### config.mk
export PLATFORM = sky130hd
export DESIGN_NAME = dlfloat_operand_loader
export DESIGN_NICKNAME = d
export VERILOG_FILES = /design/src/rtl/dlfloat_operand_loader.sv
export SDC_FILE = /design/constraint.sdc
export NUM_CORES = 1
export LEC_CHECK = 0
export BUFFER_PORTS_ARGS = -buffer_cell sky130_fd_sc_hd__buf_2
export CAP_MARGIN = 30
export CORE_MARGIN = 3
export CORE_UTILIZATION = 48
export DETAILED_ROUTE_END_ITERATION = 8
export PLACE_DENSITY_LB_ADDON = 0.25
export SLEW_MARGIN = 40
export SYNTH_ARGS = -nofsm -noshare
export SYNTH_HDL_FRONTEND = slang
export SYNTH_SLANG_ARGS = --single-unit
### constraint.sdc
create_clock -name clk -period 2.4 [get_ports clk]
set_input_delay 0 -clock clk [delete_from_list [all_inputs] [get_ports clk]]
set_output_delay 0 -clock clk [all_outputs]
set_load 0.02 [all_outputs]
### src/rtl/dlfloat_operand_loader.sv
// Byte-stream to DLFloat16 operand-pair loader: assembles LSB-first 4-byte frames,
// tags special values and queues pairs in a show-ahead FIFO with a byte-gap timeout.
module dlfloat_operand_loader #(
  parameter int DEPTH   = 2,
  parameter int TIMEOUT = 16,
  parameter int CNT_W   = 8
) (
  input  logic             clk,
  input  logic             rst_n,
  input  logic             clr,
  input  logic [7:0]       in_byte,
  input  logic             in_valid,
  output logic             in_ready,
  output logic [15:0]      op_a,
  output logic [15:0]      op_b,
  output logic [3:0]       op_flags,
  output logic             op_valid,
  input  logic             op_ready,
  output logic [CNT_W-1:0] pair_count,
  output logic             frame_err
);

  localparam int AW = $clog2(DEPTH);
  localparam int TW = $clog2(TIMEOUT + 1);

  localparam logic [1:0] A_LO = 2'd0;
  localparam logic [1:0] A_HI = 2'd1;
  localparam logic [1:0] B_LO = 2'd2;
  localparam logic [1:0] B_HI = 2'd3;

  function automatic logic is_zero(input logic [15:0] x);
    return (x == 16'h0000);
  endfunction

  function automatic logic is_nan(input logic [15:0] x);
    return (x == 16'hFFFF);
  endfunction

  logic [1:0]       state_q, state_d;
  logic [7:0]       a_lo_q, a_lo_d, a_hi_q, a_hi_d, b_lo_q, b_lo_d;
  logic [TW-1:0]    timer_q, timer_d;
  logic [AW-1:0]    wr_ptr_q, wr_ptr_d, rd_ptr_q, rd_ptr_d;
  logic [AW:0]      count_q, count_d;
  logic [CNT_W-1:0] pair_count_q, pair_count_d;
  logic             frame_err_q, frame_err_d;
  logic [15:0]      mem_a_q [DEPTH];
  logic [15:0]      mem_a_d [DEPTH];
  logic [15:0]      mem_b_q [DEPTH];
  logic [15:0]      mem_b_d [DEPTH];
  logic [3:0]       mem_f_q [DEPTH];
  logic [3:0]       mem_f_d [DEPTH];

  logic        full_s, accept_s, push_s, pop_s;
  logic [15:0] a_word_s, b_word_s;

  // Handshake decode and head-of-FIFO presentation (zeros while empty).
  always_comb begin
    full_s   = (count_q == (AW+1)'(DEPTH));
    in_ready = !((state_q == B_HI) && full_s);
    op_valid = (count_q != '0);
    accept_s = in_valid && in_ready;
    push_s   = accept_s && (state_q == B_HI);
    pop_s    = op_valid && op_ready;
    a_word_s = {a_hi_q, a_lo_q};
    b_word_s = {in_byte, b_lo_q};
    if (op_valid) begin
      op_a     = mem_a_q[rd_ptr_q];
      op_b     = mem_b_q[rd_ptr_q];
      op_flags = mem_f_q[rd_ptr_q];
    end else begin
      op_a     = 16'h0000;
      op_b     = 16'h0000;
      op_flags = 4'b0000;
    end
    pair_count = pair_count_q;
    frame_err  = frame_err_q;
  end

  // Next-state logic: frame assembly, gap timer and FIFO bookkeeping; clr overrides all.
  always_comb begin
    state_d      = state_q;
    a_lo_d       = a_lo_q;
    a_hi_d       = a_hi_q;
    b_lo_d       = b_lo_q;
    timer_d      = timer_q;
    wr_ptr_d     = wr_ptr_q;
    rd_ptr_d     = rd_ptr_q;
    count_d      = count_q;
    pair_count_d = pair_count_q;
    frame_err_d  = 1'b0;
    mem_a_d      = mem_a_q;
    mem_b_d      = mem_b_q;
    mem_f_d      = mem_f_q;
    if (clr) begin
      state_d      = A_LO;
      timer_d      = '0;
      wr_ptr_d     = '0;
      rd_ptr_d     = '0;
      count_d      = '0;
      pair_count_d = '0;
    end else begin
      if (accept_s) begin
        timer_d = '0;
        case (state_q)
          A_LO:    begin a_lo_d = in_byte; state_d = A_HI; end
          A_HI:    begin a_hi_d = in_byte; state_d = B_LO; end
          B_LO:    begin b_lo_d = in_byte; state_d = B_HI; end
          B_HI:    state_d = A_LO;
          default: state_d = A_LO;
        endcase
      end else if (state_q == A_LO) begin
        timer_d = '0;
      end else if (in_valid) begin
        // Stalled by a full FIFO: not an upstream gap, so the timer holds.
        timer_d = timer_q;
      end else if (timer_q == TW'(TIMEOUT - 1)) begin
        timer_d     = '0;
        state_d     = A_LO;
        frame_err_d = 1'b1;
      end else begin
        timer_d = timer_q + TW'(1);
      end

      if (push_s) begin
        mem_a_d[wr_ptr_q] = a_word_s;
        mem_b_d[wr_ptr_q] = b_word_s;
        mem_f_d[wr_ptr_q] = {is_zero(a_word_s), is_nan(a_word_s),
                             is_zero(b_word_s), is_nan(b_word_s)};
        wr_ptr_d          = wr_ptr_q + AW'(1);
        pair_count_d      = pair_count_q + CNT_W'(1);
      end else begin
        wr_ptr_d = wr_ptr_q;
      end

      if (pop_s) begin
        rd_ptr_d = rd_ptr_q + AW'(1);
      end else begin
        rd_ptr_d = rd_ptr_q;
      end

      case ({push_s, pop_s})
        2'b10:   count_d = count_q + (AW+1)'(1);
        2'b01:   count_d = count_q - (AW+1)'(1);
        default: count_d = count_q;
      endcase
    end
  end

  // State registers with asynchronous reset.
  always_ff @(posedge clk or negedge rst_n) begin
    if (!rst_n) begin
      state_q      <= A_LO;
      a_lo_q       <= 8'h00;
      a_hi_q       <= 8'h00;
      b_lo_q       <= 8'h00;
      timer_q      <= '0;
      wr_ptr_q     <= '0;
      rd_ptr_q     <= '0;
      count_q      <= '0;
      pair_count_q <= '0;
      frame_err_q  <= 1'b0;
      for (int i = 0; i < DEPTH; i++) begin
        mem_a_q[i] <= 16'h0000;
        mem_b_q[i] <= 16'h0000;
        mem_f_q[i] <= 4'b0000;
      end
    end else begin
      state_q      <= state_d;
      a_lo_q       <= a_lo_d;
      a_hi_q       <= a_hi_d;
      b_lo_q       <= b_lo_d;
      timer_q      <= timer_d;
      wr_ptr_q     <= wr_ptr_d;
      rd_ptr_q     <= rd_ptr_d;
      count_q      <= count_d;
      pair_count_q <= pair_count_d;
      frame_err_q  <= frame_err_d;
      mem_a_q      <= mem_a_d;
      mem_b_q      <= mem_b_d;
      mem_f_q      <= mem_f_d;
    end
  end

endmodule

; ---- After elaboration in Yosys (flattened, before gate mapping)
; Cells that the tools add are included.
; Widths: inputs -> output; s select.
[classes]
add_sub_neg = 6
n_mul = 0
n_div = 0
magnitude_cmp = 3
n_eq_ne = 12
shifts = 0
n_mux = 43
n_bitwise = 3
n_reduce_logical = 19
[op_table]
columns = cell, n
row1 = $mux 16, 9
row2 = $bwmux 32, 2
row3 = $eq 16x16->1 const B, 2
row4 = $logic_not 16->1, 2
row5 = $mux 5, 5
row6 = $mux 4, 5
row7 = $demux 16 s1, 1
row8 = $mux 8, 2
row9 = $mux 2, 6
row10 = $reduce_and 3->1, 4
row11 = $mux 1, 9
row12 = $add 8x1->8 const B, 1
row13 = $bwmux 8, 1
row14 = $eq 2x2->1 const B, 4
row15 = $pmux 2 s4, 1
row16 = $reduce_bool 2->1, 3
row17 = $reduce_bool 3->1, 2
row18 = $add 5x1->5 const B, 1
row19 = $eq 5x4->1 const B, 1
row20 = $logic_and 1x1->1, 5
row21 = $demux 4 s1, 1
row22 = $eq 2x1->1 const B, 2
row23 = $ge 2x2->1 const B, 2
row24 = $ne 4x2->1 const B, 1
row25 = 12 further kinds, 14
[totals]
register_bits = 116
latch_bits = 0
ram_bits = 0
rom_bits = 0
output_inout_bits = 47
mem_count = 0

; ---- Depth between registers and ports, before layout
[logic_depth]
ltp_word = 8
mapped_depth = 7
mapped_depth_nobuf = 5

; ---- Worst setup path before layout
; No wires, ideal clock.
[synth_path]
path_type = reg2reg
start = register count_q[1]
end = register mem_a_q[25] in the netlist's numbering
t_arrival_ns = 1.740
slack_ns = 0.533
stages_incl_launch_ff = 7
n_path_buf = 3
synth_period_minus_slack_ns = 1.867
cell_sequence = dfrtp_1 -> buf_6 -> nor2b_1 -> buf_2 -> nor4_4 -> buf_6 -> mux2_1
[synth_via]
elab_chain_cells = 6
[synth_lines]
columns = element, line_no
row1 = from (decl), 43  ; logic [AW:0] count_q, count_d;
row2 = from (signal assigned), 175  ; count_q <= count_d;
row3 = $eq 2x2->1, 58  ; full_s = (count_q == (AW+1)'(DEPTH));
row4 = $logic_and 1x1->1, 59  ; in_ready = !((state_q == B_HI) && full_s);
row5 = $logic_not 1->1, 59
row6 = $logic_and 1x1->1, 61  ; accept_s = in_valid && in_ready;
row7 = $logic_and 1x1->1, 62  ; push_s = accept_s && (state_q == B_HI);
row8 = $reduce_and 2->1 (no line), n/a
row9 = to (signal assigned), 178  ; mem_a_q <= mem_a_d;
row10 = to (decl), 46  ; logic [15:0] mem_a_q [DEPTH];
; Every way passes these cells.
; A chain may end at the register's enable or synchronous reset.

; ---- Worst setup path in the final report
[layout_path]
start = register count_q[1]
end = register mem_a_q[11] in the netlist's numbering
; The elaborated chain is that of the path after synthesis.

==> impl_results.md <==
* Placed cell areas at around 5900 um2
* Worst-Margin Slew at 0.619 ns
* CTS Hold Bufs at 11
* Initial antenna violation count at 0
* Met3 GRT Util at 5.39%
* Final period util at 81.4%
* DIE WIDTH at 112 um
* Net count reported at finish at between 500 and 600
* Core footprint at 10,900 um2
* Router iterations before antenna repair at 4
* M1 GR Usage at 26.1%
* Synthesized area at about 5400 um2
* Setup Skew at 0.00879 ns
* Hold Path Depth at 2
* Die height at ~110 um
* Mapped Avg Cell Area at 12.6 um2
* Worst hold path endpoint: rd_ptr_q
* Gpl congestion at 0.750
* Synth top area cells: dfrtp_1 54%, mux2_2 14%, mux2i_1 7.4%
* CTS H-tree lvls at 4
* # setup viols final at 0
* Num CTS Buffers at 17
* R2r worst-path depth at 4
* Slack of the worst reg-to-reg path at 0.45 ns
* WP data arrival at 2.24 ns
* Worst reg2reg path startpoint: count_q[1]
* Layout area overhead at 23.2%
* Setup repair bufs after CTS at 0
* First-pass GRT wire length at between 15,000 and 20,000 um
* Setup CP Type: flop to flop
* CP required at 2.69 ns
* Cell taking the most area after synthesis: dfrtp_1
* Hold Crit Class: primary input to flop
* Outcome: complete, no violations
* Hold_sp: clr
* Pwr Total at between 0.005 and 0.006 W
* P_leak at 3.08 nW
* N_diodes at 0
* Seq/Total Area, Yosys at around 54%
* Peak supply drop at around 0.48 mV
* GRT Max-Usage Layer: met2
* DR iter-0 viols at 171
* Port bufs at 59
* Site row count at 38
* CTS tree: built
* Met2 usage at 32.1%
* IO Pins at 60
* Max-slew violation count at 0
* EDFF count, synth at 0
* Clk buf depth at 2
* Clk_lat worst skew at 0.41 ns
* GR Overflow Total at 0
* HPWL Detailed at around 7500 um
* Starting Density at 49.4%
* DIE AREA at 12,600 um2
* Vias at 3,620
* CP Launch Type: flop
* Drt drc at 0
* Crit end category: flop
* End of the worst register-to-register path: mem_a_q[11]
* Net switching power figure at ~0.0013 W
* Pre-CTS WS at 0.421 ns
* Ys async rst share at between 90% and 100%
* #FFs+latches synth at 116
* Most common library cells after synthesis: 116 x dfrtp_1, 67 x mux2_2, 44 x nor2_1, 40 x mux2i_1, 28 x mux2_1
* Vias in the first global route at 3,889
* Hold_ws at 0.0177 ns
* RSZ-0062 raised after global routing: false
* Switching fraction of total power at 22.1%
* Yosys top cell area share at 53.8%
* Layout cells sized above 1 at 32.9%
* Cells after Synth at 429
* Post-Route Setup TNS at 0 ns
* Drt via density at 5.49
* Final Hold Fails at 0
* Ys flop type: dfrtp_1
* GRT Total Usage at 19.8%
* Syn_nets at 448
* Comb pwr share at 7.3%
* Slew headroom at 58.4%
* Max cap viols at 0
* Ys Warns at 0
* Pin count of the biggest net entering global routing at between 60 and 70
* Final instance area at 6650 um2
* Int Pwr at 0.00442 W
* Post-cts resize count at 0
* CTS Sinks at 116
* Post-DRT Antenna Nets at 0
* Netlist cell types at 39
* Power density cells at 853 nW/um2
* Setup WS post-layout at 0.447 ns
* Routed len/inst at 17.5 um
* Post-Route WL at 11,600 um
* Sequential power share at 42.2%
* Critical path peak fanout at 10
* F_max at between 500 and 600 MHz
* Min Tclk post-route at 1.95 ns
* CTS root buf: clkbuf_16
* Clk pwr share at 50.5%
* Most common cell in the netlist: dfrtp_1
* Worst-path clk slew at roughly 0.05 ns
[cell families after synthesis]
kind of cell	after synthesis	synth area share [%]
flops	116	53.8
mux	135	27.2
buf+inv	33	3.27
fa+ha+maj	6	1.39
simple gates	110	10.8
xor+xnor	2	0.325
compound gates	27	3.22
[worst max-delay path, cell delays in order, from the launching register on]
cell and delay [ns]:
dfrtp_1 0.46, nor2b_1 0.27, nor4b_2 0.45, buf_4 0.28, mux2_2 0.36
[placed cells by master (no fill, tap or decap), drive strengths merged, types with 11 or more instances in the layout]
master       instances
dlygate4sd3         11
nand4               11
buf                 70
mux2                95
dfrtp              116
mux2i               40
nor4                15
clkbuf              22
nor2                44
[power by group through the flow]
stage               combinational (W)  sequential [W]  clock [W]
CTS                          0.000422         0.00240    0.00291
global route                 0.000461         0.00243    0.00300
finish                       0.000414         0.00240    0.00286
floorplan                    0.000287         0.00234          0
global placement             0.000385         0.00241          0
detailed placement           0.000403         0.00242          0
[registers in the layout, indices dropped and copies added (netlist names)]
register / count
a_hi_q: 8
mem_b_q: 32
mem_a_q: 32
b_lo_q: 8
pair_count: 8
count_q: 2
mem_f_q: 8
state_q: 2
a_lo_q: 8
wr_ptr_q: 1
timer_q: 5
frame_err: 1
rd_ptr_q: 1
[worst max-delay path by stage]
stage               cells after the start           to  slack, ns       start
detailed placement                      4  mem_a_q[11]       0.42  count_q[1]
finish                                  4  mem_a_q[11]       0.45  count_q[1]
global route                            5  mem_a_q[11]       0.31  state_q[1]
floorplan                               6  mem_a_q[25]       0.53  count_q[1]
global placement                        4   mem_a_q[6]       0.46  count_q[1]
CTS                                     4  mem_a_q[11]       0.41  count_q[1]
[per-layer routing]
layer  vias up  routed length [um]
li1       1717                   -
met2        60                5680
met3        15                 370
met1      1828                5360
met4         0                 144
met5         -                   0
[per-stage QoR]
| stage | std cells | utilization [%] |
|---|---|---|
| after floorplan | 429 | - |
| after global placement | 616 | 53.6 |
| after detailed placement | 616 | 53.6 |
| after CTS | 659 | 60.8 |
| after global routing | 659 | 60.8 |
| final | 659 | 60.8 |
[layout make-up]
type | count | area, um2
inverter | 10 | 37.5
sequential | 116 | 2900
clock inverter | 10 | 200
multi-input combinational | 280 | 2330
timing repair buffer | 81 | 532
tap | 140 | 175
clock buffer | 22 | 474
fill | 912 | 4280
No activity file was read; power rests on OpenSTA's default activity.
